**src/rtl/ps2_pkg.sv**
```systemverilog
// Shared PS/2 receiver types and scancode prefix constants.
`timescale 1ns/1ps
package ps2_pkg;

  typedef enum logic [1:0] {
    ST_IDLE   = 2'd0,
    ST_DATA   = 2'd1,
    ST_PARITY = 2'd2,
    ST_STOP   = 2'd3
  } ps2_state_e;

  localparam logic [7:0] PS2_EXT = 8'hE0;
  localparam logic [7:0] PS2_BRK = 8'hF0;

endpackage

```
**src/rtl/ps2_filter.sv**
```systemverilog
// Two-flop synchronizer followed by a run-length glitch filter for one PS/2 line.
// The filtered output only flips after FILTER_LEN consecutive synchronized
// samples disagree with it; everything resets to 1 so an idle bus stays idle.
`timescale 1ns/1ps
module ps2_filter #(
  parameter int FILTER_LEN = 8
) (
  input  logic clk_i,
  input  logic rst_i,
  input  logic raw_i,
  output logic filt_o
);

  localparam int CW = $clog2(FILTER_LEN + 1);
  localparam logic [CW-1:0] CNT_LOAD = CW'(FILTER_LEN - 1);

  logic          sync_q1;
  logic          sync_q2;
  logic [CW-1:0] cnt_q;

  // Synchronize the raw line, then down-count a run of disagreeing samples.
  always_ff @(posedge clk_i) begin
    if (rst_i) begin
      sync_q1 <= 1'b1;
      sync_q2 <= 1'b1;
      filt_o  <= 1'b1;
      cnt_q   <= CNT_LOAD;
    end else begin
      sync_q1 <= raw_i;
      sync_q2 <= sync_q1;
      if (sync_q2 == filt_o) begin
        cnt_q <= CNT_LOAD;
      end else if (cnt_q == '0) begin
        filt_o <= sync_q2;
        cnt_q  <= CNT_LOAD;
      end else begin
        cnt_q <= cnt_q - 1'b1;
      end
    end
  end

endmodule

```
**src/rtl/ps2_receiver.sv**
```systemverilog
// PS/2 keyboard receiver: filters kclk/kdata, frames 11-bit packets and folds
// E0/F0 prefixes into flags that accompany the next scancode.
//
//   state     | meaning
//   ----------+-----------------------------------------------------------
//   ST_IDLE   | waiting for a falling edge with kdata=0 (start bit)
//   ST_DATA   | shifting in 8 data bits, LSB first
//   ST_PARITY | sampling the odd-parity bit
//   ST_STOP   | sampling the stop bit, then publishing byte or error
`timescale 1ns/1ps
module ps2_receiver
  import ps2_pkg::*;
#(
  parameter int FILTER_LEN     = 8,
  parameter int TIMEOUT_CYCLES = 200000
) (
  input  logic       clk_i,
  input  logic       rst_i,
  input  logic       kclk_i,
  input  logic       kdata_i,
  output logic [7:0] keycode_o,
  output logic       valid_o,
  output logic       break_o,
  output logic       extended_o,
  output logic       err_o,
  output logic       busy_o
);

  localparam int TW = $clog2(TIMEOUT_CYCLES + 1);
  localparam logic [TW-1:0] TMO_LOAD = TW'(TIMEOUT_CYCLES - 1);

  logic          kclk_f;
  logic          kdata_f;
  logic          kclk_q;
  logic          fall_edge;
  ps2_state_e    state_q;
  logic [7:0]    shreg_q;
  logic [2:0]    bit_cnt_q;
  logic          parity_ok_q;
  logic [TW-1:0] tmo_q;
  logic          ext_flag_q;
  logic          brk_flag_q;

  ps2_filter #(.FILTER_LEN(FILTER_LEN)) u_filt_kclk (
    .clk_i  (clk_i),
    .rst_i  (rst_i),
    .raw_i  (kclk_i),
    .filt_o (kclk_f)
  );

  ps2_filter #(.FILTER_LEN(FILTER_LEN)) u_filt_kdata (
    .clk_i  (clk_i),
    .rst_i  (rst_i),
    .raw_i  (kdata_i),
    .filt_o (kdata_f)
  );

  // Delay the filtered clock by one cycle to detect its 1->0 transition.
  always_ff @(posedge clk_i) begin
    if (rst_i) kclk_q <= 1'b1;
    else       kclk_q <= kclk_f;
  end

  assign fall_edge = kclk_q & ~kclk_f;
  assign busy_o    = (state_q != ST_IDLE);

  // Frame FSM with inter-edge timeout; valid/err are registered one-cycle pulses.
  always_ff @(posedge clk_i) begin
    if (rst_i) begin
      state_q     <= ST_IDLE;
      shreg_q     <= 8'h00;
      bit_cnt_q   <= 3'd0;
      parity_ok_q <= 1'b0;
      tmo_q       <= '0;
      ext_flag_q  <= 1'b0;
      brk_flag_q  <= 1'b0;
      keycode_o   <= 8'h00;
      valid_o     <= 1'b0;
      break_o     <= 1'b0;
      extended_o  <= 1'b0;
      err_o       <= 1'b0;
    end else begin
      valid_o <= 1'b0;
      err_o   <= 1'b0;
      if (fall_edge) begin
        tmo_q <= TMO_LOAD;
        case (state_q)
          ST_IDLE: begin
            if (!kdata_f) begin
              state_q   <= ST_DATA;
              bit_cnt_q <= 3'd0;
            end
          end
          ST_DATA: begin
            shreg_q <= {kdata_f, shreg_q[7:1]};
            if (bit_cnt_q == 3'd7) state_q <= ST_PARITY;
            else                   bit_cnt_q <= bit_cnt_q + 3'd1;
          end
          ST_PARITY: begin
            parity_ok_q <= ^{shreg_q, kdata_f};
            state_q     <= ST_STOP;
          end
          ST_STOP: begin
            state_q <= ST_IDLE;
            if (kdata_f && parity_ok_q) begin
              if (shreg_q == PS2_EXT) begin
                ext_flag_q <= 1'b1;
              end else if (shreg_q == PS2_BRK) begin
                brk_flag_q <= 1'b1;
              end else begin
                keycode_o  <= shreg_q;
                break_o    <= brk_flag_q;
                extended_o <= ext_flag_q;
                valid_o    <= 1'b1;
                ext_flag_q <= 1'b0;
                brk_flag_q <= 1'b0;
              end
            end else begin
              err_o      <= 1'b1;
              ext_flag_q <= 1'b0;
              brk_flag_q <= 1'b0;
            end
          end
          default: state_q <= ST_IDLE;
        endcase
      end else if (state_q != ST_IDLE) begin
        if (tmo_q == '0) begin
          state_q    <= ST_IDLE;
          err_o      <= 1'b1;
          ext_flag_q <= 1'b0;
          brk_flag_q <= 1'b0;
        end else begin
          tmo_q <= tmo_q - 1'b1;
        end
      end
    end
  end

endmodule

```
**config.mk**
```make
export PLATFORM = sky130hd
export DESIGN_NAME = ps2_receiver
export DESIGN_NICKNAME = d
export VERILOG_FILES = /design/src/rtl/ps2_pkg.sv /design/src/rtl/ps2_filter.sv /design/src/rtl/ps2_receiver.sv
export SDC_FILE = /design/constraint.sdc
export NUM_CORES = 1
export LEC_CHECK = 0
export BUFFER_PORTS_ARGS = -buffer_cell sky130_fd_sc_hd__buf_4
export CORE_ASPECT_RATIO = 0.7
export CORE_MARGIN = 5
export CORE_UTILIZATION = 38
export CTS_CLUSTER_DIAMETER = 80
export DETAILED_ROUTE_END_ITERATION = 6
export GPL_ROUTABILITY_DRIVEN = 0
export PLACE_DENSITY = 0.63
export RECOVER_POWER = 50
export SYNTH_ARGS = -nofsm -noshare
export SYNTH_HDL_FRONTEND = slang
export SYNTH_HIERARCHICAL = 1
export SYNTH_SLANG_ARGS = --single-unit
```
**constraint.sdc**
```tcl
create_clock -name clk_i -period 2.2 [get_ports clk_i]
set_clock_uncertainty 0.05 [all_clocks]
set_input_delay 0.11 -clock clk_i [delete_from_list [all_inputs] [get_ports clk_i]]
set_output_delay 0.11 -clock clk_i [all_outputs]
set_load 0.05 [all_outputs]
```
==> key figures, run 1 <==
Status
  • Status: complete, no violations

Setup path
  • Setup crit end kind: flop
  • Worst path arrival time: 2400 ps
  • RR Startpoint: tmo_q[10]
  • Setup crit start: tmo_q[10]
  • RR Endpoint: tmo_q[3]
  • R2r worst-path depth: 6
  • Worst Path Required: 2420 ps
  • R2r setup slk: 20 ps
  • CP Launch Type: flop
  • WS Path Type: flop to flop
  • CP max FO: 12

STA
  • Minimum clock period after layout: 2180 ps
  • Final setup vio count: 0
  • Slew of the pin with the lowest slew margin: 705 ps
  • RSZ-0062 raised after global routing: true
  • Hold Vio Cnt, Final: 0
  • Setup TNS: 0 ps
  • Slew Viols, Final: 0
  • F_max: 458 MHz
  • Final Cycle Share: 99.2%
  • Relative slew slack: 53.0%

Synth
  • Mapped Cells: 309
  • Netlist Area Pre-Place: 2830 um2
  • Yosys top cell area share: 43.2%
  • Synth area leaders: dfxtp_1 (43%), ha_1 (4.4%), a21oi_1 (4.2%), or4_1 (3.5%), nand2_1 (3.2%)
  • Syn_area_per_cell: 9.15 um2
  • Syn Nets: 323
  • Yosys Warn Count: 6
  • Top_reg_cell synth: dfxtp_1
  • Number of synthesized flops with an enable pin: 0
  • Synth async-reset ratio: 0%
  • Cell accounting for the most synthesized area: dfxtp_1
  • Netlist cell types: 46
  • Seq/Total Area, Yosys: 43.2%
  • Number of synthesized register bits: 61

Global route
  • Largest net degree at the start of global routing: 32
  • GRT overflow: 0
  • Vias in the first global route: 2189
  • First-pass GRT wire length: 10.1 mm
  • GRT Resource Usage Total: 13.8%
  • Antenna violations before repair: 0

Worst hold path
  • HP Class: input pin to flop
  • Worst Hold Depth: 2
  • Hold_sp: rst_i
  • Hold Path End: bit_cnt_q[2]

Routing
  • Top sig layer: met4
  • Drt initial violations: 198
  • Routed len/inst: 13.2 um
  • Met2 routed WL: 2.37 mm
  • DRC Markers: 0
  • Via count: 2335
  • Drt pass-1 iters: 4
  • Routed wire length: 5.90 mm
  • Metal-1 WL: 3.09 mm
  • Detail Route met3 WL: 330 um
  • Via density: 5.24
  • Final ANT Viol Nets: 0

Clock network
  • Clock root cell: clkbuf_8
  • Total CTS buffers: 9
  • CTS tree: yes
  • Clock-pin transition on the worst setup and hold timing paths: 60 ps
  • CTS Buffer Depth: 2
  • H-tree level count: 3
  • TritonCTS sink count: 61
  • Clock Latency Late Sink: 350 ps

Power
  • Peak supply drop: 337 uV
  • PwrDens: 604 nW/um2
  • Pleak: 1.30 nW

Final layout
  • Area Growth Syn to Fin: 17.4%
  • Multi-input logic area: 1500 um2
  • Post-route cell area: 3320 um2
  • Most frequent standard cell in the layout excluding fill and tap cells: dfxtp_1
  • Layout cells sized above 1: 17.2%
  • Inserted Diodes: 0
  • Commonest cells after routing, fill and taps aside: dfxtp_1 (60), nand2_1 (24), a21oi_1 (24)
  • Fillers: 720
  • Register area: 1220 um2
  • Fin nets: 359

Die
  • DIE WIDTH: 113 um
  • IO Count: 17
  • Die area: 9290 um2
  • Core Region: 7250 um2
  • Rows: 26
  • Initial Util: 39.0%
  • Die height: 82.2 um

Placement
  • Placed Area: 3130 um2
  • Port bufs: 16
  • HPWL Detailed: 4.07 mm

Flow run
  • Max-cap violation count: 0
## cells in the mapped netlist (all sizes together), types with 6 or more instances
library cell / instances
a21oi: 24
a31oi: 9
clkbuf: 11
dfxtp: 61
ha: 10
inv: 15
mux2i: 8
nand2: 24
nand3: 13
nor2: 23
o211ai: 6
o21ai: 10
o31ai: 8
or2: 7
or3: 7
or4: 15
xnor2: 9
## worst max-delay path by stage
stage                            end  cells past startpoint
final                       tmo_q[3]                      6
after global routing      brk_flag_q                      5
after CTS                   tmo_q[3]                      6
after detailed placement    tmo_q[5]                      5
after global placement     tmo_q[15]                      5
after floorplan             tmo_q[4]                      7
## critical path: stages (launching register included)
cell,delay (ps)
dfxtp_2,330
or4_4,530
or4_4,500
o31ai_4,300
buf_12,160
o41ai_1,70
a31oi_1,170
## cells by family after synthesis
| family | count (synthesis) | share of synthesized area [%] |
|---|---|---|
| AOI/OAI and AO/OA | 70 | 16.6 |
| xor gates and xnor gates | 15 | 5.14 |
| adders and majority gates | 10 | 4.43 |
| buffers and inverters | 28 | 4.25 |
| DFF | 61 | 43.2 |
| muxes | 8 | 2.83 |
| and+or+nand+nor | 117 | 23.5 |
## per-layer routing
layer,track usage [%],vias up
li1,-,1196
met1,18.5,1078
met2,19.9,52
met3,5.46,9
met4,5.88,0
met5,0,-
## where the power goes
group / switching (mW) / internal (mW) / total [mW]
Combinational: 0.0223 / 0.0138 / 0.0360
Sequential: 0.00188 / 1.11 / 1.11
Clock: 0.403 / 0.453 / 0.856
Total: 0.427 / 1.58 / 2.00
## timing repair
item,4_1_cts,5_1_grt
pin swaps,1,5
buffers inserted,1,3
resized for setup,0,5
endpoints found under the hold margin,2,0
setup endpoints to repair,7,15
hold buffers,2,0
## final cells by class
class	instances	area share (%)
Sequential cell	61	36.9
Clock inverter	2	0.302
Clock buffer	12	4.68
Multi-Input combinational cell	220	45.2
Tap cell	98	3.70
Timing Repair Buffer	38	7.54
Inverter	15	1.70
## stage by stage
step / total power [mW] / cells / hold slack, ps / worst slack (ps) / util, %
final: 2.00 / 446 / 55.4 / 18.2 / 45.7
after global routing: 2.08 / 446 / 73.3 / -65.4 / 45.7
after CTS: 2.04 / 443 / 46.5 / 13.1 / 45.9
after detailed placement: 1.17 / 426 / 247 / -24.2 / 43.1
after global placement: 1.17 / 426 / 246 / 17.7 / 43.1
after floorplan: 1.16 / 309 / 140 / 23.6 / -
## state kept, by name (all words and copies together), names as in the netlist, 2 cells and up
register,cells
shreg_q,8
u_filt_kclk/cnt_q,4
u_filt_kdata/cnt_q,4
bit_cnt_q,3
keycode_o,8
tmo_q,18
state_q,2
Power figures use the tool's default switching activity.
==> run 2: changes to the inputs <==
==> constraint.sdc (replaced) <==
create_clock -name clk_i -period 2.2 [get_ports clk_i]
set_clock_uncertainty 0.05 [all_clocks]
set_input_delay 0 -clock clk_i [delete_from_list [all_inputs] [get_ports clk_i]]
set_output_delay 0 -clock clk_i [all_outputs]
set_load 0.05 [all_outputs]
==> run 2 against run 1 <==
Sequential share of layout area fell by 1.0 points. Worst hold slack improved by 34 ps. First-iteration DRC count fell by 19%. Setup slack got worse by 1.3 ps.
==> key figures, run 2 (same netlist as run 1, synthesis figures left out) <==
Final layout
  • Largest Register: tmo_q (unchanged)
  • Most frequent standard cell in the layout excluding fill and tap cells: dfxtp_1 (unchanged)
  • Post-route cell area: 3410 um2 (was 3320 um2)
  • Layout cells sized above 1: 21.4% (was 17.2%)
  • Top Registers: tmo_q x18, keycode_o x8, shreg_q x8 (unchanged)
  • Max FFs per register: 18 (unchanged)
  • Fillers: 696 (was 720)
  • Multi-input logic area: 1550 um2 (was 1500 um2)
  • Inserted Diodes: 0 (unchanged)
  • Commonest cells after routing, fill and taps aside: dfxtp_1 (60), nand2_1 (24), nor2_1 (22), a21oi_1 (22), buf_4 (19) (was dfxtp_1 (60), nand2_1 (24), a21oi_1 (24))
  • Area Growth Syn to Fin: 20.8% (was 17.4%)
  • Register area: 1220 um2 (unchanged)
  • Fin nets: 360 (was 359)
  • Fin cells: 449 (was 446)

Global route
  • GRT Resource Usage Total: 13.5% (was 13.8%)
  • First-pass GRT wire length: 10.1 mm (about the same)
  • GRT overflow: 0 (unchanged)
  • Antenna violations before repair: 0 (unchanged)
  • Largest net degree at the start of global routing: 56 (was 32)
  • Vias in the first global route: 2148 (was 2189)

Clock network
  • CTS tree: yes (unchanged)
  • Clock Latency Late Sink: 330 ps (was 350 ps)
  • Total CTS buffers: 9 (unchanged)
  • Clock-pin transition on the worst setup and hold timing paths: 60 ps (about the same)
  • Clock root cell: clkbuf_8 (unchanged)
  • TritonCTS sink count: 61 (unchanged)
  • CTS Buffer Depth: 2 (unchanged)
  • H-tree level count: 3 (unchanged)

Setup path
  • R2r setup slk: 20 ps (about the same)
  • Worst Path Required: 2350 ps (was 2420 ps)
  • Worst Setup EP: tmo_q[5] (was tmo_q[3])
  • Largest stage delay on the critical path: 540 ps (was 530 ps)
  • RR Startpoint: tmo_q[10] (unchanged)
  • R2r worst-path depth: 6 (unchanged)
  • Worst path arrival time: 2330 ps (was 2400 ps)
  • Critical path, cell by cell: or4_4 -> or4_4 -> o31ai_4 -> buf_6 -> or4_4 -> a31oi_1 (was or4_4 -> or4_4 -> o31ai_4 -> buf_12 -> o41ai_1 -> a31oi_1)
  • Most frequent CP cell: or4_4 (unchanged)
  • CP max FO: 5 (was 12)
  • RR Endpoint: tmo_q[5] (was tmo_q[3])
  • Setup crit end kind: flop (unchanged)
  • WS Path Type: flop to flop (unchanged)
  • CP Launch Type: flop (unchanged)
  • Setup crit start: tmo_q[10] (unchanged)
  • Slowest CP cell: or4_4 (unchanged)

Power
  • Total design power: 2.17 mW (was 2.00 mW)
  • Peak supply drop: 357 uV (was 337 uV)
  • Pleak: 1.33 nW (was 1.30 nW)
  • PwrDens: 636 nW/um2 (was 604 nW/um2)

Die
  • IO Count: 17 (unchanged)
  • Initial Util: 39.0% (unchanged)
  • Die area: 9290 um2 (unchanged)
  • Core Region: 7250 um2 (unchanged)
  • Die height: 82.2 um (unchanged)
  • DIE WIDTH: 113 um (unchanged)
  • Rows: 26 (unchanged)

Routing
  • Via density: 5.09 (was 5.24)
  • Routed wire length: 5.91 mm (was 5.90 mm)
  • Drt initial violations: 160 (was 198)
  • Routed len/inst: 13.2 um (about the same)
  • Final ANT Viol Nets: 0 (unchanged)
  • DRC Markers: 0 (unchanged)
  • Via count: 2286 (was 2335)
  • Drt pass-1 iters: 4 (unchanged)

Placement
  • Port bufs: 16 (unchanged)
  • Placed Area: 3120 um2 (was 3130 um2)
  • HPWL Detailed: 3.92 mm (was 4.07 mm)
  • Placed insts: 425 (was 426)

STA
  • Final setup vio count: 0 (unchanged)
  • Minimum clock period after layout: 2180 ps (about the same)
  • Slew of the pin with the lowest slew margin: 627 ps (was 705 ps)
  • Slew Viols, Final: 0 (unchanged)
  • Final Cycle Share: 99.2% (about the same)
  • Hold Vio Cnt, Final: 0 (unchanged)
  • Relative slew slack: 58.1% (was 53.0%)
  • RSZ-0062 raised after global routing: true (unchanged)
  • F_max: 458 MHz (about the same)

Status
  • Status: complete, no violations (unchanged)

Flow run
  • Max-cap violation count: 0 (unchanged)

Worst hold path
  • HP Class: input pin to flop (unchanged)
[run 2: report_power, final]
group | internal, mW | leakage, nW | switching (mW)
sequential | 1.11 | 0.493 | 0.00183
clock | 0.614 | 0.106 | 0.409
combinational | 0.0126 | 0.731 | 0.0232
[run 2: layer usage]
| layer | vias up | track usage [%] | share of wire (%) |
|---|---|---|---|
| met2 | 30 | 18.7 | 42 |
| met5 | - | 0 | 0 |
| met4 | 0 | 5.64 | 0.68 |
| li1 | 1193 | - | - |
| met3 | 4 | 3.86 | 4.3 |
| met1 | 1059 | 19.5 | 53 |
[run 2: worst min path at each step]
stage | startpoint | to | slack (ps) | cells after the start
finish | rst_i | bit_cnt_q[1] | 90 | 2
global route | rst_i | bit_cnt_q[1] | 100 | 2
CTS | rst_i | keycode_o[6] | 70 | 2
floorplan | rst_i | u_filt_kclk/cnt_q[3] | 30 | 1
detailed placement | kdata_i | u_filt_kdata/sync_q1 | 140 | 2
global placement | kdata_i | u_filt_kdata/sync_q1 | 140 | 2
[run 2: area by class of cell]
class / count / share of cell area (%)
Clock buffer: 13 / 4.95
Clock inverter: 3 / 1.25
Multi-Input combinational cell: 221 / 45.5
Inverter: 15 / 1.65
Tap cell: 98 / 3.59
Timing Repair Buffer: 38 / 7.29
Sequential cell: 61 / 35.8
[run 2: critical path: cells and delay by family (launching register included)]
family,cells,cell delay [ps]
buffers and inverters,1,160
DFF,1,320
and+or+nand+nor,3,1130
AOI/OAI and AO/OA,2,390
[run 2: through the flow]
stage / setup TNS [ps] / setup slack [ps] / hold WS (ps) / utilization (%)
after CTS: 0 / 11.4 / 67.7 / 46.4
after global placement: -29.4 / -16.5 / 136 / 43.0
after global routing: -463 / -60.1 / 103 / 47.1
after floorplan: 0 / 23.6 / 29.8 / -
final: 0 / 16.9 / 89.8 / 47.1
after detailed placement: -82.5 / -30.3 / 138 / 43.0
[run 2: repair_timing]
item	in CTS	in global routing
buffers inserted	2	2
gates cloned	0	2
setup endpoints to repair	6	15
hold buffers	2	0
endpoints found under the hold margin	2	0
gates resized for setup	0	17
pin swaps	1	6
